### src/rtl/divider_if.sv
// divider_if: operand/result bundle between a divider and its requester.
//   start, signed_op, dividend, divisor : requester -> divider
//   quotient, remainder, done, busy, div_by_zero : divider -> requester (registered)
interface divider_if #(parameter int WIDTH = 64);
    logic             start, signed_op, done, busy, div_by_zero;
    logic [WIDTH-1:0] dividend, divisor, quotient, remainder;
    modport master(output start, signed_op, dividend, divisor,
                   input quotient, remainder, done, busy, div_by_zero);
    modport slave(input start, signed_op, dividend, divisor,
                  output quotient, remainder, done, busy, div_by_zero);
endinterface

### src/rtl/divider.sv
// divider: radix-2 restoring divider, one quotient bit per clock, MSB first.
//   clock : rising-edge clock
//   reset : asynchronous active-low reset
//   bus   : divider_if.slave (start/operands in, registered results and flags out)
// Optional signed division is enabled by defining DIVIDER_SIGNED_EN; otherwise
// signed_op is ignored and only unsigned division is built.
module divider #(parameter int WIDTH = 64) (
    input logic      clock,
    input logic      reset,
    divider_if.slave bus
);
    localparam int CW = WIDTH > 1 ? $clog2(WIDTH) : 1;
    typedef enum logic [1:0] {IDLE, BUSY, DONE} state_t;
    state_t           state_q, state_d;
    logic [CW-1:0]    cnt_q, cnt_d;
    logic [WIDTH-1:0] rem_q, rem_d, quo_q, quo_d, dvs_q, dvs_d;
    logic [WIDTH-1:0] quotient_q, quotient_d, remainder_q, remainder_d;
    logic             done_q, done_d, busy_q, busy_d, dbz_q, dbz_d;
    logic             dz_q, dz_d, short_q, short_d;
    logic             acc, ovf;
    logic [WIDTH:0]   sh, diff;
    logic [WIDTH-1:0] qn, rn, a_mag, b_mag, q_res, r_res;
    // quo_q shifts dividend bits out at the top while quotient bits enter at the bottom
    assign acc  = bus.start && state_q != BUSY;
    assign sh   = {rem_q, quo_q[WIDTH-1]};
    assign diff = sh - {1'b0, dvs_q};
    assign qn   = {quo_q[WIDTH-2:0], ~diff[WIDTH]};
    assign rn   = diff[WIDTH] ? sh[WIDTH-1:0] : diff[WIDTH-1:0];
`ifdef DIVIDER_SIGNED_EN
    logic neg_q, neg_d, rneg_q, rneg_d, sa, sb;
    always_comb begin
        sa     = bus.signed_op && bus.dividend[WIDTH-1];
        sb     = bus.signed_op && bus.divisor[WIDTH-1];
        a_mag  = sa ? -bus.dividend : bus.dividend;
        b_mag  = sb ? -bus.divisor : bus.divisor;
        ovf    = bus.signed_op && bus.dividend == {1'b1, {(WIDTH-1){1'b0}}} && &bus.divisor;
        neg_d  = acc ? sa ^ sb : neg_q;
        rneg_d = acc ? sa : rneg_q;
        q_res  = neg_q ? -qn : qn;
        r_res  = rneg_q ? -rn : rn;
    end
    always_ff @(posedge clock or negedge reset)
        if (!reset) {neg_q, rneg_q} <= '0;
        else {neg_q, rneg_q} <= {neg_d, rneg_d};
`else
    always_comb begin
        a_mag = bus.dividend;
        b_mag = bus.divisor;
        ovf   = 1'b0;
        q_res = qn;
        r_res = rn;
    end
`endif
    always_comb begin
        state_d     = state_q;
        cnt_d       = cnt_q;
        rem_d       = rem_q;
        quo_d       = quo_q;
        dvs_d       = dvs_q;
        quotient_d  = quotient_q;
        remainder_d = remainder_q;
        done_d      = done_q;
        busy_d      = busy_q;
        dbz_d       = dbz_q;
        dz_d        = dz_q;
        short_d     = short_q;
        if (acc) begin
            // zero divisor and signed overflow bypass iteration; their results wait in quo/rem
            state_d = BUSY;
            busy_d  = 1'b1;
            done_d  = 1'b0;
            dz_d    = bus.divisor == '0;
            short_d = dz_d || ovf;
            cnt_d   = short_d ? '0 : CW'(WIDTH - 1);
            quo_d   = dz_d ? '1 : ovf ? bus.dividend : a_mag;
            rem_d   = dz_d ? bus.dividend : '0;
            dvs_d   = b_mag;
            dbz_d   = dz_d && dbz_q;
        end else if (state_q == BUSY) begin
            quo_d = qn;
            rem_d = rn;
            cnt_d = cnt_q - 1'b1;
            if (short_q || cnt_q == '0) begin
                state_d     = DONE;
                busy_d      = 1'b0;
                done_d      = 1'b1;
                dbz_d       = dz_q;
                cnt_d       = '0;
                quotient_d  = short_q ? quo_q : q_res;
                remainder_d = short_q ? rem_q : r_res;
            end
        end
    end
    always_ff @(posedge clock or negedge reset)
        if (!reset) begin
            state_q     <= IDLE;
            cnt_q       <= '0;
            rem_q       <= '0;
            quo_q       <= '0;
            dvs_q       <= '0;
            quotient_q  <= '0;
            remainder_q <= '0;
            done_q      <= 1'b0;
            busy_q      <= 1'b0;
            dbz_q       <= 1'b0;
            dz_q        <= 1'b0;
            short_q     <= 1'b0;
        end else begin
            state_q     <= state_d;
            cnt_q       <= cnt_d;
            rem_q       <= rem_d;
            quo_q       <= quo_d;
            dvs_q       <= dvs_d;
            quotient_q  <= quotient_d;
            remainder_q <= remainder_d;
            done_q      <= done_d;
            busy_q      <= busy_d;
            dbz_q       <= dbz_d;
            dz_q        <= dz_d;
            short_q     <= short_d;
        end
    assign bus.quotient    = quotient_q;
    assign bus.remainder   = remainder_q;
    assign bus.done        = done_q;
    assign bus.busy        = busy_q;
    assign bus.div_by_zero = dbz_q;
endmodule

### src/flat_wrapper.sv
// flat-port wrapper written by rule: the top's interface ports become plain ports
module divider_flat 
#(parameter int WIDTH = 64)
  (clock, reset, bus_start, bus_signed_op, bus_dividend, bus_divisor, bus_quotient, bus_remainder, bus_done, bus_busy, bus_div_by_zero);
  divider_if #(.WIDTH(WIDTH)) bus_i ();
  input logic clock;
  input logic reset;
  input wire logic [$bits(bus_i.start)-1:0] bus_start;
  input wire logic [$bits(bus_i.signed_op)-1:0] bus_signed_op;
  input wire logic [$bits(bus_i.dividend)-1:0] bus_dividend;
  input wire logic [$bits(bus_i.divisor)-1:0] bus_divisor;
  output wire logic [$bits(bus_i.quotient)-1:0] bus_quotient;
  output wire logic [$bits(bus_i.remainder)-1:0] bus_remainder;
  output wire logic [$bits(bus_i.done)-1:0] bus_done;
  output wire logic [$bits(bus_i.busy)-1:0] bus_busy;
  output wire logic [$bits(bus_i.div_by_zero)-1:0] bus_div_by_zero;
  assign bus_i.start = bus_start;
  assign bus_i.signed_op = bus_signed_op;
  assign bus_i.dividend = bus_dividend;
  assign bus_i.divisor = bus_divisor;
  assign bus_quotient = bus_i.quotient;
  assign bus_remainder = bus_i.remainder;
  assign bus_done = bus_i.done;
  assign bus_busy = bus_i.busy;
  assign bus_div_by_zero = bus_i.div_by_zero;
  divider #(.WIDTH(WIDTH)) u_core (.clock(clock), .reset(reset), .bus(bus_i));
endmodule
### config.mk
export PLATFORM = sky130hd
export DESIGN_NAME = divider_flat
export DESIGN_NICKNAME = d
export VERILOG_FILES = /design/src/rtl/divider_if.sv /design/src/rtl/divider.sv /design/src/flat_wrapper.sv
export SDC_FILE = /design/constraint.sdc
export NUM_CORES = 1
export LEC_CHECK = 0
export CAP_MARGIN = 20
export CORE_ASPECT_RATIO = 0.7
export CORE_MARGIN = 2
export CORE_UTILIZATION = 45
export DETAILED_ROUTE_END_ITERATION = 16
export GPL_ROUTABILITY_DRIVEN = 0
export HOLD_SLACK_MARGIN = 0.02
export PLACE_DENSITY = 0.69
export SLEW_MARGIN = 20
export SYNTH_ARGS = -nofsm -noshare
export SYNTH_HDL_FRONTEND = slang
export SYNTH_SLANG_ARGS = --single-unit
export TNS_END_PERCENT = 30
### constraint.sdc
create_clock -name clock -period 7.9 [get_ports clock]
set_input_delay 1.58 -clock clock [delete_from_list [all_inputs] [get_ports clock]]
set_output_delay 1.58 -clock clock [all_outputs]
set_load 0.01 [all_outputs]
==> results.txt <==
Status: completed
Critical path fanouts, max: 44
Layout area overhead: 21.22%
Detailed-route wire length: 62.77 mm
Fin. Hold Viols: 0
Syn avg cell area: 8.835 um^2
Root Driver: clkbuf_16
FILL cells: 3943
Synth area leader: dfrtp_1
Initial Utilization: 45.32%
Most frequent cells in the layout: dfrtp_1 (329), nand2_1 (266), o21ai_0 (265)
HP Class: flip-flop to flip-flop
Synth area leaders: dfrtp_1 (42%), o21ai_0 (6.7%), mux2i_1 (6.2%)
Max Cap Viol: 0
Post-layout min period: 4533 ps
Synth Flop Type: dfrtp_1
Post-synthesis cell type count: 66
Vias in the first global route: 16600
First-pass GRT wire length: 95.92 mm
Final Skew: 15.49 ps
Die ar.: 45420 um^2
Cts hold-fix bufs: 0
Cell Area, Synth: 19670 um^2
Vias: 17760
Area share of the largest cell type after synthesis: 41.99%
Initial antenna violation count: 6
Fin nets: 2583
DP HPWL: 44.84 mm
Clk Latency, worst-skew pair: 550 ps
Worst Path Class, Setup: flip-flop to flip-flop
Ys Warns: 0
Crit path launch type: flip-flop
Total track usage: 27.20%
Gr ovfl total: 0
Slew margin rel.: 26.23%
PwrDens: 555.7 nW/um^2
Row count: 64
Io pins: 263
Crit. End Element: flip-flop
Iteration-0 DRC Markers: 2135
Core area: 43400 um^2
Post-CTS setup repair buffer count: 0
Die width: 253.9 um
Post-cts resize count: 0
Area occupied by multi-input gates: 10490 um^2
Syn nets: 2425
Syn Inst Count: 2226
Critical-path top delay cell: buf_4
Synth async-reset ratio: 100.0%
Num CTS Buffers: 36
Pleak: 10.23 nW
Highest Clock Rate: 220.6 MHz
RSZ-0062 raised after global routing: false
TritonRoute pass-1 iters: 6
Most common cell after layout, fill and taps aside: dfrtp_1
Slowest stage delay, CP: 600 ps
Setup TNS Final: 0 ps
Clock slew at reported path FFs: 60 ps
Fin. max-slew vios: 0
Via-per-instance ratio: 5.894
CTS Sinks: 330
Worst IR Drop VDD: 0.0005506 V
Port Buffers: 261
DRC: 0
CP Cell Sequence: ha_1 > nand4_1 > nor4_1 > o21ai_1 > or2_1 > o221a_2 > a2111oi_4 > o21bai_2 > xnor2_4 > buf_4 > mux2i_1 > a21oi_1
Crit path buffers/inverters: 1
Layout cells sized above 1: 6.553%
Power, Total: 13.25 mW
Seq/Total Area, Yosys: 41.99%
Drt wl/cell: 20.83 um
Clock H-tree levels: 2
Synth Register Bits: 330
CTS tree: built
Max clock buf depth: 3
Critical Path RT: 8290 ps
Top Family by Delay on Critical Path: compound AO/OA/AOI/OAI gates
Worst slew pin tran: 1107 ps
Final Setup Violations: 0
Largest net degree at the start of global routing: 233
Worst Path Arrival: 4920 ps
Crit share post-route: 57.38%
EDFF count, synth: 0
Die Height: 178.9 um
Post-route ant nets: 0
Register area: 8262 um^2
## cell usage after synthesis, types with 4 or more instances
| library cell | count |
|---|---|
| o21ai_0 | 265 |
| a211oi_1 | 4 |
| o21bai_1 | 11 |
| a21o_1 | 19 |
| mux2i_1 | 122 |
| a21oi_1 | 195 |
| mux2_2 | 67 |
| and2_1 | 5 |
| nor2_1 | 131 |
| nor3_1 | 16 |
| nand3_1 | 11 |
| nand2_1 | 267 |
| xor2_1 | 24 |
| buf_6 | 5 |
| dfrtp_1 | 330 |
| ha_1 | 66 |
| buf_1 | 10 |
| and4_1 | 4 |
| a31oi_1 | 15 |
| o211ai_1 | 5 |
| or3_1 | 8 |
| a311oi_1 | 62 |
| inv_1 | 81 |
| nand2b_1 | 17 |
| a2111oi_0 | 4 |
| and3_1 | 57 |
| xnor2_1 | 31 |
| o21ai_1 | 62 |
| nand3b_1 | 11 |
| nor4_1 | 23 |
| o21a_1 | 11 |
| nand4_1 | 24 |
| nor2b_1 | 66 |
| buf_2 | 5 |
| o31ai_1 | 7 |
| clkbuf_1 | 134 |
| a22oi_1 | 7 |
## cells by family after synthesis
kind of cell	after synthesis	share of synthesized area (%)
muxes	189	10.05
DFF	330	41.99
and+or+nand+nor	646	15.46
buffers and inverters	237	4.784
adders and majority gates	67	4.301
xor gates and xnor gates	56	2.589
AOI/OAI and AO/OA	701	20.83
## state kept, by name, summed over array words and instances (netlist names)
register                flops
u_core.rem_q               64
u_core.quo_q               64
u_core.bus.remainder       64
u_core.dvs_q               64
u_core.state_q              1
u_core.bus.div_by_zero      1
u_core.cnt_q                6
u_core.dz_q                 1
u_core.bus.done             1
u_core.bus.quotient        64
## power by group
part | switching [mW] | internal, mW | total (mW) | leakage [nW]
sequential | 0.721 | 2.59 | 3.31 | 4.06
clock | 0.729 | 1.06 | 1.78 | 0.614
combinational | 4.71 | 3.45 | 8.15 | 5.55
## routing by layer
metal / up-vias / wire (um) / track usage, %
met5: - / 0 / 0
met4: 0 / 2011 / 9.510
met3: 119 / 6332 / 7.390
met2: 762 / 25930 / 38.16
met1: 8590 / 28500 / 39.99
li1: 8288 / - / -
## layout make-up
type                    instances  share of cell area [%]
multi-input cells            1659                   44.02
flip-flops and latches        330                   34.65
repair buffers                276                   11.63
clock buffers                  50                   4.335
well taps                     594                   3.117
inverters                      81                   1.275
clock inverters                15                  0.8870
diodes                          8                 0.08397
## worst reg2reg max path: stages, from the launching register on
cell and delay, ps:
dfrtp_1 410, ha_1 450, nand4_1 170, nor4_1 390
o21ai_1 190, or2_1 260, o221a_2 320, a2111oi_4 540
o21bai_2 210, xnor2_4 170, buf_4 600, mux2i_1 530
a21oi_1 130
## final timing paths
path,startpoint,end,slack (ps),depth (start not counted)
min in group asynchronous,reset,u_core.bus.quotient[51]$_DFFE_PN0P_,1080,1
max in group asynchronous,reset,u_core.dvs_q[29]$_DFFE_PN0P_,5220,2
setup reg to reg,u_core.rem_q[24]$_DFFE_PN0P_,u_core.rem_q[49]$_DFFE_PN0P_,3370,12
hold reg to reg,u_core.bus.quotient[26]$_DFFE_PN0P_,u_core.bus.quotient[26]$_DFFE_PN0P_,470,2
hold / removal,u_core.bus.quotient[26]$_DFFE_PN0P_,u_core.bus.quotient[26]$_DFFE_PN0P_,470,2
setup / recovery,u_core.rem_q[24]$_DFFE_PN0P_,u_core.rem_q[49]$_DFFE_PN0P_,3370,12
## per-stage QoR
stage	hold WS (ps)	cells	setup WS [ps]	utilization [%]	area [um^2]
after global placement	463.6	2940	3083	52.01	22570
after CTS	484.2	3005	3466	54.87	23820
after global routing	503.5	3011	3290	54.92	23840
final	474.9	3013	3367	54.93	23840
after floorplan	479.4	2226	4607	-	19670
after detailed placement	471.0	2940	3041	52.01	22570
Note: power is estimated with default switching activity, not from simulation.
